**src/rtl/ram_port_arbiter_if.sv**
```systemverilog
// Requester-side bundle of the RAM port arbiter: host read/write port 0 and
// data-mover read port 1, with the shared read-data return.
interface ram_port_arbiter_if #(
    parameter int unsigned ADDR_W = 5,
    parameter int unsigned DATA_W = 16
);
    logic              req0;
    logic              we0;
    logic [ADDR_W-1:0] addr0;
    logic [DATA_W-1:0] wdata0;
    logic              lock0;
    logic              gnt0;
    logic              rvalid0;

    logic              req1;
    logic [ADDR_W-1:0] addr1;
    logic              lock1;
    logic              gnt1;
    logic              rvalid1;

    logic [DATA_W-1:0] rdata;

    modport master (
        output req0, we0, addr0, wdata0, lock0, req1, addr1, lock1,
        input  gnt0, rvalid0, gnt1, rvalid1, rdata
    );

    modport slave (
        input  req0, we0, addr0, wdata0, lock0, req1, addr1, lock1,
        output gnt0, rvalid0, gnt1, rvalid1, rdata
    );
endinterface

```
**src/rtl/ram_port_arbiter.sv**
```systemverilog
// Round-robin arbiter with burst lock sharing one single-port RAM between a
// read/write host port and a read-only data-mover port; returns per-port rvalid.
module ram_port_arbiter #(
    parameter int unsigned ADDR_W = 5,
    parameter int unsigned DATA_W = 16,
    parameter int unsigned RD_LAT = 1
) (
    input  logic                clock,
    input  logic                rst,
    ram_port_arbiter_if.slave   bus,
    output logic [ADDR_W-1:0]   ram_addr,
    output logic [DATA_W-1:0]   ram_data,
    output logic                ram_wren,
    input  logic [DATA_W-1:0]   ram_q
);

    typedef enum logic [2:0] {
        IDLE   = 3'd0,
        GRANT0 = 3'd1,
        GRANT1 = 3'd2,
        LOCK0  = 3'd3,
        LOCK1  = 3'd4
    } state_t;

    state_t            state;
    state_t            state_nxt;
    logic              prio;
    logic              prio_nxt;
    logic              gnt0_c;
    logic              gnt1_c;
    logic [ADDR_W-1:0] addr_hold;
    logic [RD_LAT-1:0] pipe_vld;
    logic [RD_LAT-1:0] pipe_port;

    // State and round-robin pointer registers; prio=0 means port 0 wins ties.
    always_ff @(posedge clock) begin
        if (rst) begin
            state <= IDLE;
            prio  <= 1'b0;
        end else begin
            state <= state_nxt;
            prio  <= prio_nxt;
        end
    end

    // Grant decision: a held lock bypasses arbitration and freezes the pointer.
    always_comb begin
        state_nxt = IDLE;
        prio_nxt  = prio;
        gnt0_c    = 1'b0;
        gnt1_c    = 1'b0;
        if (!rst) begin
            if (state == LOCK0 && bus.req0 && bus.lock0) begin
                gnt0_c    = 1'b1;
                state_nxt = LOCK0;
            end else if (state == LOCK1 && bus.req1 && bus.lock1) begin
                gnt1_c    = 1'b1;
                state_nxt = LOCK1;
            end else begin
                if (bus.req0 && bus.req1) begin
                    gnt0_c   = ~prio;
                    gnt1_c   = prio;
                    prio_nxt = ~prio;
                end else begin
                    gnt0_c = bus.req0;
                    gnt1_c = bus.req1;
                end
                if (gnt0_c) begin
                    state_nxt = bus.lock0 ? LOCK0 : GRANT0;
                end else if (gnt1_c) begin
                    state_nxt = bus.lock1 ? LOCK1 : GRANT1;
                end
            end
        end
    end

    assign bus.gnt0 = gnt0_c;
    assign bus.gnt1 = gnt1_c;

    // The RAM registers its address, so an idle cycle keeps presenting the last one.
    always_comb begin
        if (gnt0_c) begin
            ram_addr = bus.addr0;
        end else if (gnt1_c) begin
            ram_addr = bus.addr1;
        end else if (rst) begin
            ram_addr = '0;
        end else begin
            ram_addr = addr_hold;
        end
    end

    always_ff @(posedge clock) begin
        if (rst) begin
            addr_hold <= '0;
        end else if (gnt0_c || gnt1_c) begin
            addr_hold <= ram_addr;
        end
    end

    assign ram_data = bus.wdata0;
    assign ram_wren = gnt0_c & bus.we0;

    // Read-return pipeline tracking {valid, port} alongside the RAM latency.
    always_ff @(posedge clock) begin
        if (rst) begin
            pipe_vld  <= '0;
            pipe_port <= '0;
        end else begin
            pipe_vld[0]  <= (gnt0_c & ~bus.we0) | gnt1_c;
            pipe_port[0] <= gnt1_c;
            for (int i = 1; i < RD_LAT; i++) begin
                pipe_vld[i]  <= pipe_vld[i-1];
                pipe_port[i] <= pipe_port[i-1];
            end
        end
    end

    // Masked by rst so a read granted just before reset never reports.
    assign bus.rvalid0 = ~rst & pipe_vld[RD_LAT-1] & ~pipe_port[RD_LAT-1];
    assign bus.rvalid1 = ~rst & pipe_vld[RD_LAT-1] &  pipe_port[RD_LAT-1];
    assign bus.rdata   = ram_q;

endmodule

```
**src/flat_wrapper.sv**
```systemverilog
// flat-port wrapper written by rule: the top's interface ports become plain ports
module ram_port_arbiter_flat 
#(
    parameter int unsigned ADDR_W = 5,
    parameter int unsigned DATA_W = 16,
    parameter int unsigned RD_LAT = 1
)
  (clock, rst, ram_addr, ram_data, ram_wren, ram_q, bus_req0, bus_we0, bus_addr0, bus_wdata0, bus_lock0, bus_req1, bus_addr1, bus_lock1, bus_gnt0, bus_rvalid0, bus_gnt1, bus_rvalid1, bus_rdata);
  ram_port_arbiter_if #(.ADDR_W(ADDR_W), .DATA_W(DATA_W)) bus_i ();
  input  logic clock;
  input  logic rst;
  output logic [ADDR_W-1:0] ram_addr;
  output logic [DATA_W-1:0] ram_data;
  output logic ram_wren;
  input  logic [DATA_W-1:0] ram_q;
  input wire logic [$bits(bus_i.req0)-1:0] bus_req0;
  input wire logic [$bits(bus_i.we0)-1:0] bus_we0;
  input wire logic [$bits(bus_i.addr0)-1:0] bus_addr0;
  input wire logic [$bits(bus_i.wdata0)-1:0] bus_wdata0;
  input wire logic [$bits(bus_i.lock0)-1:0] bus_lock0;
  input wire logic [$bits(bus_i.req1)-1:0] bus_req1;
  input wire logic [$bits(bus_i.addr1)-1:0] bus_addr1;
  input wire logic [$bits(bus_i.lock1)-1:0] bus_lock1;
  output wire logic [$bits(bus_i.gnt0)-1:0] bus_gnt0;
  output wire logic [$bits(bus_i.rvalid0)-1:0] bus_rvalid0;
  output wire logic [$bits(bus_i.gnt1)-1:0] bus_gnt1;
  output wire logic [$bits(bus_i.rvalid1)-1:0] bus_rvalid1;
  output wire logic [$bits(bus_i.rdata)-1:0] bus_rdata;
  assign bus_i.req0 = bus_req0;
  assign bus_i.we0 = bus_we0;
  assign bus_i.addr0 = bus_addr0;
  assign bus_i.wdata0 = bus_wdata0;
  assign bus_i.lock0 = bus_lock0;
  assign bus_i.req1 = bus_req1;
  assign bus_i.addr1 = bus_addr1;
  assign bus_i.lock1 = bus_lock1;
  assign bus_gnt0 = bus_i.gnt0;
  assign bus_rvalid0 = bus_i.rvalid0;
  assign bus_gnt1 = bus_i.gnt1;
  assign bus_rvalid1 = bus_i.rvalid1;
  assign bus_rdata = bus_i.rdata;
  ram_port_arbiter #(.ADDR_W(ADDR_W), .DATA_W(DATA_W), .RD_LAT(RD_LAT)) u_core (.clock(clock), .rst(rst), .bus(bus_i), .ram_addr(ram_addr), .ram_data(ram_data), .ram_wren(ram_wren), .ram_q(ram_q));
endmodule
```
**config.mk**
```make
export PLATFORM = sky130hd
export DESIGN_NAME = ram_port_arbiter_flat
export DESIGN_NICKNAME = d
export VERILOG_FILES = /design/src/rtl/ram_port_arbiter_if.sv /design/src/rtl/ram_port_arbiter.sv /design/src/flat_wrapper.sv
export SDC_FILE = /design/constraint.sdc
export NUM_CORES = 1
export LEC_CHECK = 0
export CORE_ASPECT_RATIO = 0.8
export CORE_MARGIN = 5
export CORE_UTILIZATION = 28
export DETAILED_ROUTE_END_ITERATION = 10
export HOLD_SLACK_MARGIN = 0.15
export PLACE_DENSITY = 0.79
export RECOVER_POWER = 25
export SYNTH_ARGS = -nofsm -noshare
export SYNTH_HDL_FRONTEND = slang
export SYNTH_SLANG_ARGS = --single-unit
```
**constraint.sdc**
```tcl
create_clock -name clock -period 2.2 [get_ports clock]
set_clock_uncertainty 0.05 [all_clocks]
set_input_delay 0.55 -clock clock [delete_from_list [all_inputs] [get_ports clock]]
set_output_delay 0.55 -clock clock [all_outputs]
set_load 0.02 [all_outputs]
```
After elaboration in Yosys (flattened, before gate mapping):

Cells that the tools add are included.

* input bits: 49
* flip-flop bits (word level): 11
* output and inout bits: 42
* logic and storage cells: 51

* reductions and logical operators: 8
* muxes and demuxes: 23
* equal/unequal tests: 2
* bitwise logic cells: 12

Operators by type and width (count)
* two-way mux 5 bit: 3
* two-way mux 1 bit: 14
* two-way mux 3 bit: 4
* inverter 1 bit: 6
* bitwise AND 1 bit: 5
* logical AND 1 bit: 5
* two-way mux 2 bit: 2
* equality test 3 x 2 -> 1 bit (second input constant): 1
* equality test 3 bit (second input constant): 1
* AND reduction 3 bit: 1
* OR reduction 2 bit: 1
* logical OR 1 bit: 1
* bitwise OR 1 bit: 1

Longest topological paths before layout:

Gate-level depths: netlist (run 1).

* word-level depth: 11
* depth in mapped cells: 5
* depth with buffers taken out: 5

Worst setup path after synthesis (run 1):

Ideal clock, no wire load.

* kind: input port to output port
* from: in bus_lock1
* to: out ram_addr[0]
* slack: -0.243 ns
* data required time: 1.600 ns
* stages: 5
* path buffers: 1
* data arrival time: 1.843 ns
* cell sequence: and4bb_1 > a211o_1 > a21o_1 > buf_6 > a31oi_1

* longest elaborated chain between the ends: 6
* elaborated cells between the ends (all ways): 9
* classes of those cells: 8 x mux; 1 x reduce/logical

Ends and longest elaborated chain
* from (decl): RTL line flat_wrapper.sv:23 `input wire logic [$bits(bus_i.lock1)-1:0] bus_lock1;`
* logical AND 1 bit (*): RTL line ram_port_arbiter.sv:56 `end else if (state == LOCK1 && bus.req1 && bus.lock1) begin`
* two-way mux 1 bit: RTL line ram_port_arbiter.sv:56
* two-way mux 1 bit: RTL line ram_port_arbiter.sv:53 `if (state == LOCK0 && bus.req0 && bus.lock0) begin`
* two-way mux 1 bit: RTL line ram_port_arbiter.sv:52 `if (!rst) begin`
* two-way mux 5 bit: RTL line ram_port_arbiter.sv:84 `end else if (gnt1_c) begin`
* two-way mux 5 bit (*): RTL line ram_port_arbiter.sv:82 `if (gnt0_c) begin`
* to (decl): RTL line flat_wrapper.sv:12 `output logic [ADDR_W-1:0] ram_addr;`

Every way passes the cells marked *; elsewhere a longest branch is shown, timed or not.

Final worst setup path (run 1):

* from: in bus_lock1
* to: out ram_addr[4]

The elaborated chain is that of the path after synthesis.

==> results of run 1 <==
-- worst reg2reg max path, delay by kind of cell, from the launching register on --
family	cells	cell delay, ns
AO/OA/AOI/OAI	3	0.68
buffers and inverters	3	0.52
flip-flops	1	0.32
AND/OR/NAND/NOR	1	0.26
-- timing repair --
action / in CTS / in global routing
endpoints found under the setup margin: 10 / 9
hold endpoints to repair: 0 / 0
buffers inserted: 6 / 7
gates resized for setup: 81 / 3
gates cloned: 2 / 0
pin swaps: 16 / 6
-- routing by layer --
| metal | track usage | vias to the layer above | share of wire |
|---|---|---|---|
| met3 | 0.04237 | 14 | 0.072 |
| met2 | 0.2147 | 35 | 0.50 |
| li1 | - | 404 | - |
| met4 | 0.06702 | 0 | 0.021 |
| met1 | 0.1449 | 409 | 0.41 |
| met5 | 0 | - | 0 |
-- Yosys cell counts (2+ instances only) --
library cell	count	share of area
sky130_fd_sc_hd__buf_4	32	0.29
sky130_fd_sc_hd__dfxtp_1	11	0.26
sky130_fd_sc_hd__a31oi_1	10	0.074
sky130_fd_sc_hd__a211oi_1	5	0.045
sky130_fd_sc_hd__nand4_1	5	0.037
sky130_fd_sc_hd__o211ai_1	5	0.045
sky130_fd_sc_hd__and2_1	4	0.030
sky130_fd_sc_hd__inv_1	4	0.018
sky130_fd_sc_hd__clkbuf_1	3	0.013
sky130_fd_sc_hd__buf_6	2	0.027
sky130_fd_sc_hd__nand2_1	2	0.0089
sky130_fd_sc_hd__nor3_1	2	0.012
-- cells by family (layout without fill, tap and decap cells) --
| family | Yosys count | in the layout | share of synthesized area |
|---|---|---|---|
| buf+inv | 41 | 72 | 0.3432 |
| compound gates | 28 | 28 | 0.2333 |
| simple gates | 21 | 21 | 0.1620 |
| flops | 11 | 11 | 0.2615 |
-- state kept, by name (all words and copies together), names as in the netlist --
name	cells
u_core.addr_hold	5
u_core.pipe_port	1
u_core.state	3
u_core.prio	1
u_core.pipe_vld	1
-- final cells by class --
cell class / instances / area (sq um) / area share
well taps: 38 / 47.55 / 0.03442
clock buffers: 4 / 45.04 / 0.03261
repair buffers: 64 / 598.1 / 0.4330
inverters: 4 / 20.02 / 0.01449
flip-flops and latches: 11 / 220.2 / 0.1594
multi-input cells: 49 / 450.4 / 0.3261
-- final timing paths --
path,startpoint,endpoint,depth (start not counted)
min reg2reg,u_core.prio,u_core.prio,2
max,bus_lock1,ram_addr[4],8
max reg2reg,u_core.state[1],u_core.addr_hold[0],7
min,u_core.prio,u_core.prio,2
-- report_power, final --
part           switching (mW)  total [mW]  internal (mW)
sequential            0.00704       0.225          0.218
combinational           0.104       0.242          0.138
clock                  0.0720       0.199          0.127
total                   0.183       0.666          0.483
==> impl_summary.log, run 1 <==
[metrics] initial antenna violation count: 0
[metrics] non-filler cells in the finished layout: 170
[metrics] placement-stage worst setup slack: -1.146 ns
[metrics] maximum clock rate: 408.6 MHz
[metrics] Max Transition Viols Final: 0
[metrics] most frequent cell on the critical path: sky130_fd_sc_hd__buf_6
[metrics] Port Buffer Count: 26
[metrics] Via-to-Cell Ratio: 5.071
[metrics] Hold/Removal Path Class: flip-flop to flip-flop
[metrics] post-synthesis async set-or-reset flop share: 0
[metrics] number of nets still failing antenna checks after routing: 0
[metrics] max incr delay on CP: 0.30 ns
[metrics] placement-stage cell area: 0.001139 sq mm
[metrics] Worst-path clk slew: 0.05 ns
[metrics] Cells after Synth: 101
[metrics] kind of start point of the critical path: input port
[metrics] Area Growth Syn to Fin: 64.04%
[metrics] Arr. time, crit path: 1.85 ns
[metrics] Post-Syn Nets: 150
[metrics] final weighted congestion of routability-driven global placement: 0.7844
[metrics] total number of vias: 862
[metrics] worst hold margin: 0.4618 ns
[metrics] worst relative slew slack: 0.7698
[metrics] starting density of the core: 0.2977
[metrics] number of clock sinks seen by CTS: 11
[metrics] critical path data required time: 1.60 ns
[metrics] Final Total Pwr: 666.5 uW
[metrics] Boundary Pins: 91
[metrics] global-route wire length before repair: 4215 um
[metrics] DP Cell Count: 151
[metrics] level count of the clock H-tree: 1
[metrics] Static Leakage: 0.5964 nW
[metrics] post-detailed-placement half-perimeter wirelength: 1834 um
[metrics] layout cell share with drive strength beyond 1: 0.5303
[metrics] Total Neg Setup Slack: -1.656 ns
[metrics] number of buffers created by CTS: 3
[metrics] clock latency on the worst-skew pair: 0.24 ns
[metrics] synthesized area per cell: 8.337 sq um
[metrics] reg-to-reg slack, setup: 0.29 ns
[metrics] post-route design area: 0.001381 sq mm
[metrics] fraction of the yosys area taken by sequential cells: 0.2615
[metrics] slew at the pin with the worst max-slew slack: 0.3438 ns
[metrics] final critical-path share of the clock period: 1.112
[metrics] std cell rows: 17
[metrics] Root Buffer: sky130_fd_sc_hd__clkbuf_8
[metrics] maximum count of clock buffers along a single path: 2
[metrics] most frequently used flop master after synthesis: sky130_fd_sc_hd__dfxtp_1
[metrics] clock tree from TritonCTS: built
[metrics] total of fill cells in the finished design: 251
[metrics] DIE HEIGHT: 59.05 um
[metrics] final cell utilization of the core: 0.4883
[metrics] global route overflow: 0
[metrics] RSZ-0062 raised after global routing: yes
[metrics] Ys Warns: 0
[metrics] most common library cell in the layout ignoring fill and taps: sky130_fd_sc_hd__buf_4
[metrics] cell-by-cell listing of the critical path: buf_6, and4bb_2, a211o_1, buf_6, a211oi_2, buf_4, a31oi_4, buf_6
[metrics] maximum number of pins on one net before global-route repair: 12
[metrics] detailed-route wire length per cell: 16.11 um
[metrics] highest-count cells in the layout ignoring fill and taps: sky130_fd_sc_hd__buf_4, sky130_fd_sc_hd__buf_6, sky130_fd_sc_hd__clkdlybuf4s50_1, sky130_fd_sc_hd__dfxtp_1
[metrics] number of DRC violations after detailed-routing iteration 0: 39
[metrics] outcome: complete, but fails checks
[metrics] reported max-cap violation count: 0
[metrics] n_diodes: 0
[metrics] post-synthesis cell area: 842.1 sq um
[metrics] count of buffering cells on the critical path with inverters included: 4
[metrics] total number of nets in the final design: 182
[metrics] number of iterations in the first detailed-routing pass: 4
[metrics] Cell variety after synth: 28
[metrics] Crit Path Category: input port to output pin
[metrics] PD cells: 482.5 mW/mm^2
[metrics] Max rail drop VDD: 0.0003350 V
[metrics] Floorplan Core Area: 0.002829 sq mm
[metrics] maximum fanout encountered on the critical timing path: 5
[metrics] via count of the first global-routing pass: 925
[metrics] worst setup margin: -0.2473 ns
[metrics] total count of hold-check failures in the final report: 0
[metrics] top cell family by delay on the critical path: buffers and inverters
[metrics] endpoints failing setup: 8
[metrics] failing checks: negative setup slack
[metrics] minimum period implied by the final worst setup slack: 2.447 ns
[metrics] overall fraction of global-route tracks in use: 0.1277
[metrics] quantity of hold-fixing buffers added after cts: 0
[metrics] #FFs+latches synth: 11
[metrics] slowest CP cell: sky130_fd_sc_hd__a211o_1
[metrics] DRC violation count after routing: 0
[metrics] critical path endpoint category: output pin
[metrics] EDFF count, synth: 0
[metrics] Horiz. Die Dim: 71.31 um
[metrics] Die Outline Area: 0.004211 sq mm
[metrics] Post-Route WL: 2738 um
(Power assumes the default switching activity.)
==> run 2: changes to the inputs <==
Settings changed: GPL_TIMING_DRIVEN set to 0.
==> run 2 against run 1 <==
The run still ends with negative setup slack left. Power increased by 21%. Largest cell class unchanged. Final area rose by 38%. First-iteration DRC count up 56%. Via count grew 26%. Non-clock buffer count up 54. Setup slack got worse by 0.066 ns.
==> impl_summary.log, run 2 (synthesized netlist as in run 1, its figures left out) <==
[metrics] n_diodes: 0
[metrics] final critical-path share of the clock period: 1.143
[metrics] GRT met1 Usage: 0.1839
[metrics] Floorplan Core Area: 0.002829 sq mm
[metrics] slew at the pin with the worst max-slew slack: 0.3278 ns
[metrics] most common library cell in the layout ignoring fill and taps: sky130_fd_sc_hd__buf_4
[metrics] DRC violation count after routing: 0
[metrics] Post-Route WL: 3835 um
[metrics] maximum clock rate: 397.8 MHz
[metrics] PD cells: 424.6 mW/mm^2
[metrics] most flop-heavy register: u_core.addr_hold
[metrics] endpoints failing setup: 8
[metrics] total number of vias: 1082
[metrics] via count of the first global-routing pass: 1179
[metrics] total count of hold-check failures in the final report: 0
[metrics] Arr. time, crit path: 1.91 ns
[metrics] Die Outline Area: 0.004211 sq mm
[metrics] overall fraction of global-route tracks in use: 0.1734
[metrics] Largest register FFs: 5
[metrics] level count of the clock H-tree: 1
[metrics] clock tree from TritonCTS: built
[metrics] highest-count cells in the layout ignoring fill and taps: sky130_fd_sc_hd__buf_4, sky130_fd_sc_hd__clkdlybuf4s50_1, sky130_fd_sc_hd__dfxtp_1, sky130_fd_sc_hd__buf_6, sky130_fd_sc_hd__clkbuf_8
[metrics] Root Buffer: sky130_fd_sc_hd__clkbuf_8
[metrics] number of DRC violations after detailed-routing iteration 0: 61
[metrics] global-route wire length before repair: 5761 um
[metrics] maximum count of clock buffers along a single path: 2
[metrics] std cell rows: 17
[metrics] placement-stage cell area: 0.001548 sq mm
[metrics] Hold/Removal Path Class: flip-flop to flip-flop
[metrics] Area Growth Syn to Fin: 126.0%
[metrics] Via-to-Cell Ratio: 4.830
[metrics] global route overflow: 0
[metrics] number of buffers created by CTS: 3
[metrics] RSZ-0062 raised after global routing: yes
[metrics] maximum number of pins on one net before global-route repair: 11
[metrics] Boundary Pins: 91
[metrics] layout cell share with drive strength beyond 1: 0.5215
[metrics] critical path data required time: 1.60 ns
[metrics] met3 demand-to-capacity share in global routing: 0.06102
[metrics] Total Neg Setup Slack: -1.975 ns
[metrics] DIE HEIGHT: 59.05 um
[metrics] outcome: complete, but fails checks
[metrics] quantity of hold-fixing buffers added after cts: 0
[metrics] total number of nets in the final design: 236
[metrics] number of clock sinks seen by CTS: 11
[metrics] initial antenna violation count: 0
[metrics] worst setup margin: -0.3137 ns
[metrics] Max Transition Viols Final: 0
[metrics] Max rail drop VDD: 0.0003656 V
[metrics] reported max-cap violation count: 0
[metrics] Crit Path Category: input port to output pin
[metrics] starting density of the core: 0.2977
[metrics] placement-stage worst setup slack: -1.282 ns
[metrics] Static Leakage: 0.8110 nW
[metrics] maximum fanout encountered on the critical timing path: 7
[metrics] Worst-path clk slew: 0.05 ns
[metrics] clock latency on the worst-skew pair: 0.24 ns
[metrics] grt met2 use: 0.3298
[metrics] total of fill cells in the finished design: 222
[metrics] final weighted congestion of routability-driven global placement: 0.7851
[metrics] number of nets still failing antenna checks after routing: 0
[metrics] failing checks: negative setup slack
[metrics] largest registers ranked by flip-flop count: u_core.addr_hold (5), u_core.state (3)
[metrics] Port Buffer Count: 58
[metrics] final cell utilization of the core: 0.6727
[metrics] worst relative slew slack: 0.7805
[metrics] kind of start point of the critical path: input port
[metrics] post-route design area: 0.001903 sq mm
[metrics] minimum period implied by the final worst setup slack: 2.514 ns
[metrics] number of iterations in the first detailed-routing pass: 4
[metrics] critical path endpoint category: output pin
[metrics] Horiz. Die Dim: 71.31 um
[metrics] detailed-route wire length per cell: 17.12 um
[metrics] Most Used Layer, Global Route: met2
[metrics] Final Total Pwr: 808.1 uW
[metrics] post-detailed-placement half-perimeter wirelength: 2525 um
-- run 2: final timing paths --
path,depth (start not counted),startpoint,endpoint,slack (ns)
setup / recovery,7,bus_lock1,ram_addr[2],-0.31
hold / removal,2,u_core.prio,u_core.prio,0.51
hold reg to reg,2,u_core.prio,u_core.prio,0.51
setup reg to reg,7,u_core.state[1],u_core.pipe_vld,0.31
-- run 2: timing repair --
action / in CTS / in global routing
gates resized for setup: 93 / 12
pin swaps: 17 / 14
setup endpoints to repair: 11 / 10
endpoints found under the hold margin: 0 / 0
cloned: 1 / 0
buffers inserted: 17 / 6
-- run 2: metrics by stage --
| step | hold WS (ns) | std cells |
|---|---|---|
| 3_3_place_gp | 0.4171 | 197 |
| 4_1_cts | 0.4516 | 218 |
| 5_1_grt | 0.5141 | 224 |
| 2_1_floorplan | 0.4052 | 101 |
| 3_5_place_dp | 0.4469 | 197 |
| 6_report | 0.5093 | 224 |
-- run 2: worst max-delay path, cell delays in order --
cell	delay (ns)
sky130_fd_sc_hd__buf_6	0.09
sky130_fd_sc_hd__and4bb_2	0.24
sky130_fd_sc_hd__a211o_4	0.34
sky130_fd_sc_hd__a21o_1	0.20
sky130_fd_sc_hd__buf_8	0.16
sky130_fd_sc_hd__a31oi_4	0.18
sky130_fd_sc_hd__buf_6	0.14
-- run 2: layer usage --
layer  vias up  share of wire
met3        11          0.093
met4         0          0.022
li1        507              -
met1       502           0.35
met5         -              0
met2        62           0.54
-- run 2: layout make-up --
cell class | count | area, sq um | share of cell area
buffer | 36 | 290.3 | 0.1525
clock buffer | 4 | 45.04 | 0.02367
inverter | 4 | 15.01 | 0.007890
multi-input combinational | 49 | 524.3 | 0.2755
sequential | 11 | 220.2 | 0.1157
tap | 38 | 47.55 | 0.02498
timing repair buffer | 82 | 760.7 | 0.3997
-- run 2: report_power, final --
group | internal (mW) | switching (mW)
registers | 0.218 | 0.00799
logic | 0.213 | 0.171
clock network | 0.127 | 0.0711
total | 0.558 | 0.250
==> run 3: changes to the inputs <==
Settings changed: CORE_UTILIZATION 28 to 25, PLACE_DENSITY 0.79 to 0.75.
Clock period 2.2 ns to 2.3 ns, I/O delays scaled along.
==> run 3 against run 2 <==
The flow still finishes with violations (negative setup slack). Global-route usage down 3.5 points. Via count shrank 7.2%. Count of clock-buffer cells in the layout did not move. Clock power down 4%. Register-to-register slack gained 0.13 ns. Combinational power shrank 7.6%. Power fell by 5.8%. Sequential share of layout area up 0.33 points. Sequential cell count is the same. Final cell count decreased by 3.6%.
==> impl_summary.log, run 3 (synthesized netlist as in run 1, its figures left out) <==
[metrics] outcome: complete, but fails checks
[metrics] failing checks: negative setup slack
[metrics] Boundary Pins: 91
[metrics] Static Leakage: 0.7761 nW
[metrics] Worst path depth: 7
[metrics] level count of the clock H-tree: 1
[metrics] total number of nets in the final design: 226
[metrics] termination of the worst setup path: ram_addr[3]
[metrics] most frequent cell on the critical path: sky130_fd_sc_hd__buf_6
[metrics] maximum number of pins on one net before global-route repair: 11
[metrics] switching power: 234.3 uW
[metrics] kind of start point of the critical path: input port
[metrics] Horiz. Die Dim: 74.89 um
[metrics] Logic pwr share: 0.467
[metrics] Max rail drop VDD: 0.0001717 V
[metrics] largest registers ranked by flip-flop count: u_core.addr_hold (5), u_core.state (3)
[metrics] area used by multi-input combinational logic: 515.5 sq um
[metrics] starting density of the core: 0.2671
[metrics] maximum clock rate: 392.6 MHz
[metrics] critical path endpoint category: output pin
[metrics] number of iterations in the first detailed-routing pass: 4
[metrics] Largest register FFs: 5
[metrics] DIE HEIGHT: 61.91 um
[metrics] Floorplan Core Area: 0.003153 sq mm
[metrics] worst hold margin: 0.4517 ns
[metrics] detailed-route wire length per cell: 15.61 um
[metrics] worst setup margin: -0.2471 ns
[metrics] reg-to-reg slack, setup: 0.44 ns
[metrics] DRC violation count after routing: 0
[metrics] Final Total Pwr: 761.1 uW
[metrics] Die Outline Area: 0.004636 sq mm
[metrics] Total Neg Setup Slack: -1.327 ns
[metrics] number of clock sinks seen by CTS: 11
[metrics] Arr. time, crit path: 1.92 ns
[metrics] minimum period implied by the final worst setup slack: 2.547 ns
[metrics] Max Transition Viols Final: 0
[metrics] n_diodes: 0
[metrics] overall fraction of global-route tracks in use: 0.1388
[metrics] maximum fanout encountered on the critical timing path: 7
[metrics] max incr delay on CP: 0.35 ns
[metrics] count of buffering cells on the critical path with inverters included: 3
[metrics] Port Buffer Count: 58
[metrics] R2R Path Start: u_core.state[1]
[metrics] sequential cell area: 220.2 sq um
[metrics] share of power burned in the clock network: 0.251
[metrics] std cell rows: 18
[metrics] Worst-path clk slew: 0.05 ns
[metrics] initial antenna violation count: 0
[metrics] via count of the first global-routing pass: 982
[metrics] top cell family by delay on the critical path: compound AO/OA/AOI/OAI gates
[metrics] number of nets still failing antenna checks after routing: 0
[metrics] final weighted congestion of routability-driven global placement: 0.7763
[metrics] RR Endpoint: u_core.addr_hold[1]
[metrics] maximum count of clock buffers along a single path: 2
[metrics] switching fraction of total power: 0.3078
[metrics] clock latency on the worst-skew pair: 0.24 ns
[metrics] clock tree from TritonCTS: built
[metrics] layout cell share with drive strength beyond 1: 0.4943
[metrics] PD cells: 411.3 mW/mm^2
[metrics] total count of hold-check failures in the final report: 0
[metrics] cell-by-cell listing of the critical path: buf_6, and4bb_2, a211o_4, a21o_4, buf_12, a31oi_4, buf_6
[metrics] post-detailed-placement half-perimeter wirelength: 2424 um
[metrics] RSZ-0062 raised after global routing: yes
[metrics] most flop-heavy register: u_core.addr_hold
[metrics] worst relative slew slack: 0.7420
[metrics] final critical-path share of the clock period: 1.107
[metrics] number of buffers created by CTS: 3
[metrics] Hold/Removal Path Class: flip-flop to flip-flop
[metrics] Via-to-Cell Ratio: 4.648
[metrics] number of DRC violations after detailed-routing iteration 0: 31
[metrics] sequential fraction of design power: 0.282
[metrics] total of fill cells in the finished design: 270
[metrics] highest-count cells in the layout ignoring fill and taps: sky130_fd_sc_hd__buf_4, sky130_fd_sc_hd__clkdlybuf4s50_1, sky130_fd_sc_hd__buf_6, sky130_fd_sc_hd__dfxtp_1
[metrics] global route overflow: 0
[metrics] Area Growth Syn to Fin: 119.8%
[metrics] Root Buffer: sky130_fd_sc_hd__clkbuf_8
[metrics] slowest CP cell: sky130_fd_sc_hd__a211o_4
[metrics] Reg2Reg Depth: 7
[metrics] crit path launch: bus_lock1
[metrics] Cell Int Power: 526.8 uW
[metrics] Post-Route WL: 3371 um
[metrics] endpoints failing setup: 7
[metrics] slew at the pin with the worst max-slew slack: 0.3853 ns
[metrics] most common library cell in the layout ignoring fill and taps: sky130_fd_sc_hd__buf_4
[metrics] global-route wire length before repair: 4754 um
[metrics] Crit Path Category: input port to output pin
[metrics] critical path data required time: 1.67 ns
[metrics] total number of vias: 1004
[metrics] reported max-cap violation count: 0
-- run 3: cell type report --
| cell class | count | share of cell area |
|---|---|---|
| plain buffers | 36 | 0.1616 |
| flip-flops and latches | 11 | 0.1190 |
| well taps | 40 | 0.02705 |
| repair buffers | 72 | 0.3813 |
| multi-input cells | 49 | 0.2786 |
| inverters | 4 | 0.008114 |
| clock buffers | 4 | 0.02434 |
-- run 3: worst min-delay path by stage --
stage,start,endpoint,slack [ns],cells after the start
2_1_floorplan,u_core.prio,u_core.prio,0.41,2
3_3_place_gp,u_core.prio,u_core.prio,0.42,2
3_5_place_dp,u_core.prio,u_core.prio,0.44,2
4_1_cts,u_core.prio,u_core.prio,0.45,2
5_1_grt,u_core.prio,u_core.prio,0.47,2
6_report,u_core.prio,u_core.prio,0.45,2
-- run 3: power groups by stage --
stage / combinational (mW) / sequential [mW] / clock, mW
after floorplan: 0.174 / 0.216 / 0
after global placement: 0.297 / 0.217 / 0
after detailed placement: 0.303 / 0.218 / 0
after CTS: 0.344 / 0.214 / 0.196
after global routing: 0.373 / 0.216 / 0.206
final: 0.355 / 0.215 / 0.191
-- run 3: through the flow --
step,std cells,area [sq um],utilization,setup slack (ns)
final,216,1851,0.5869,-0.2471
after global routing,216,1851,0.5869,-0.2750
after CTS,214,1812,0.5746,-0.2523
after detailed placement,199,1549,0.4913,-1.199
after global placement,199,1549,0.4913,-1.180
after floorplan,101,918.4,-,-0.04938
-- run 3: worst reg2reg max path: stages (launching register included) --
cell and delay (ns):
sky130_fd_sc_hd__dfxtp_1 0.31, sky130_fd_sc_hd__and4bb_2 0.26, sky130_fd_sc_hd__a211o_4 0.35, sky130_fd_sc_hd__a21o_4 0.23, sky130_fd_sc_hd__buf_12 0.15, sky130_fd_sc_hd__buf_4 0.14, sky130_fd_sc_hd__buf_4 0.13, sky130_fd_sc_hd__a31oi_1 0.15
-- run 3: layer usage --
layer | track usage | share of wire | up-vias | wire length (um)
met3 | 0.06270 | 0.11 | 4 | 372
met2 | 0.2730 | 0.53 | 53 | 1786
met5 | 0 | 0 | - | 0
li1 | - | - | 485 | -
met4 | 0.02030 | 0.012 | 0 | 41
met1 | 0.1374 | 0.35 | 462 | 1170
-- run 3: timing repair --
item | 4_1_cts | 5_1_grt
resized for setup | 97 | 11
hold buffers | 0 | 0
pin swaps | 15 | 7
gates cloned | 1 | 0
setup buffers | 11 | 2
setup endpoints to repair | 10 | 10
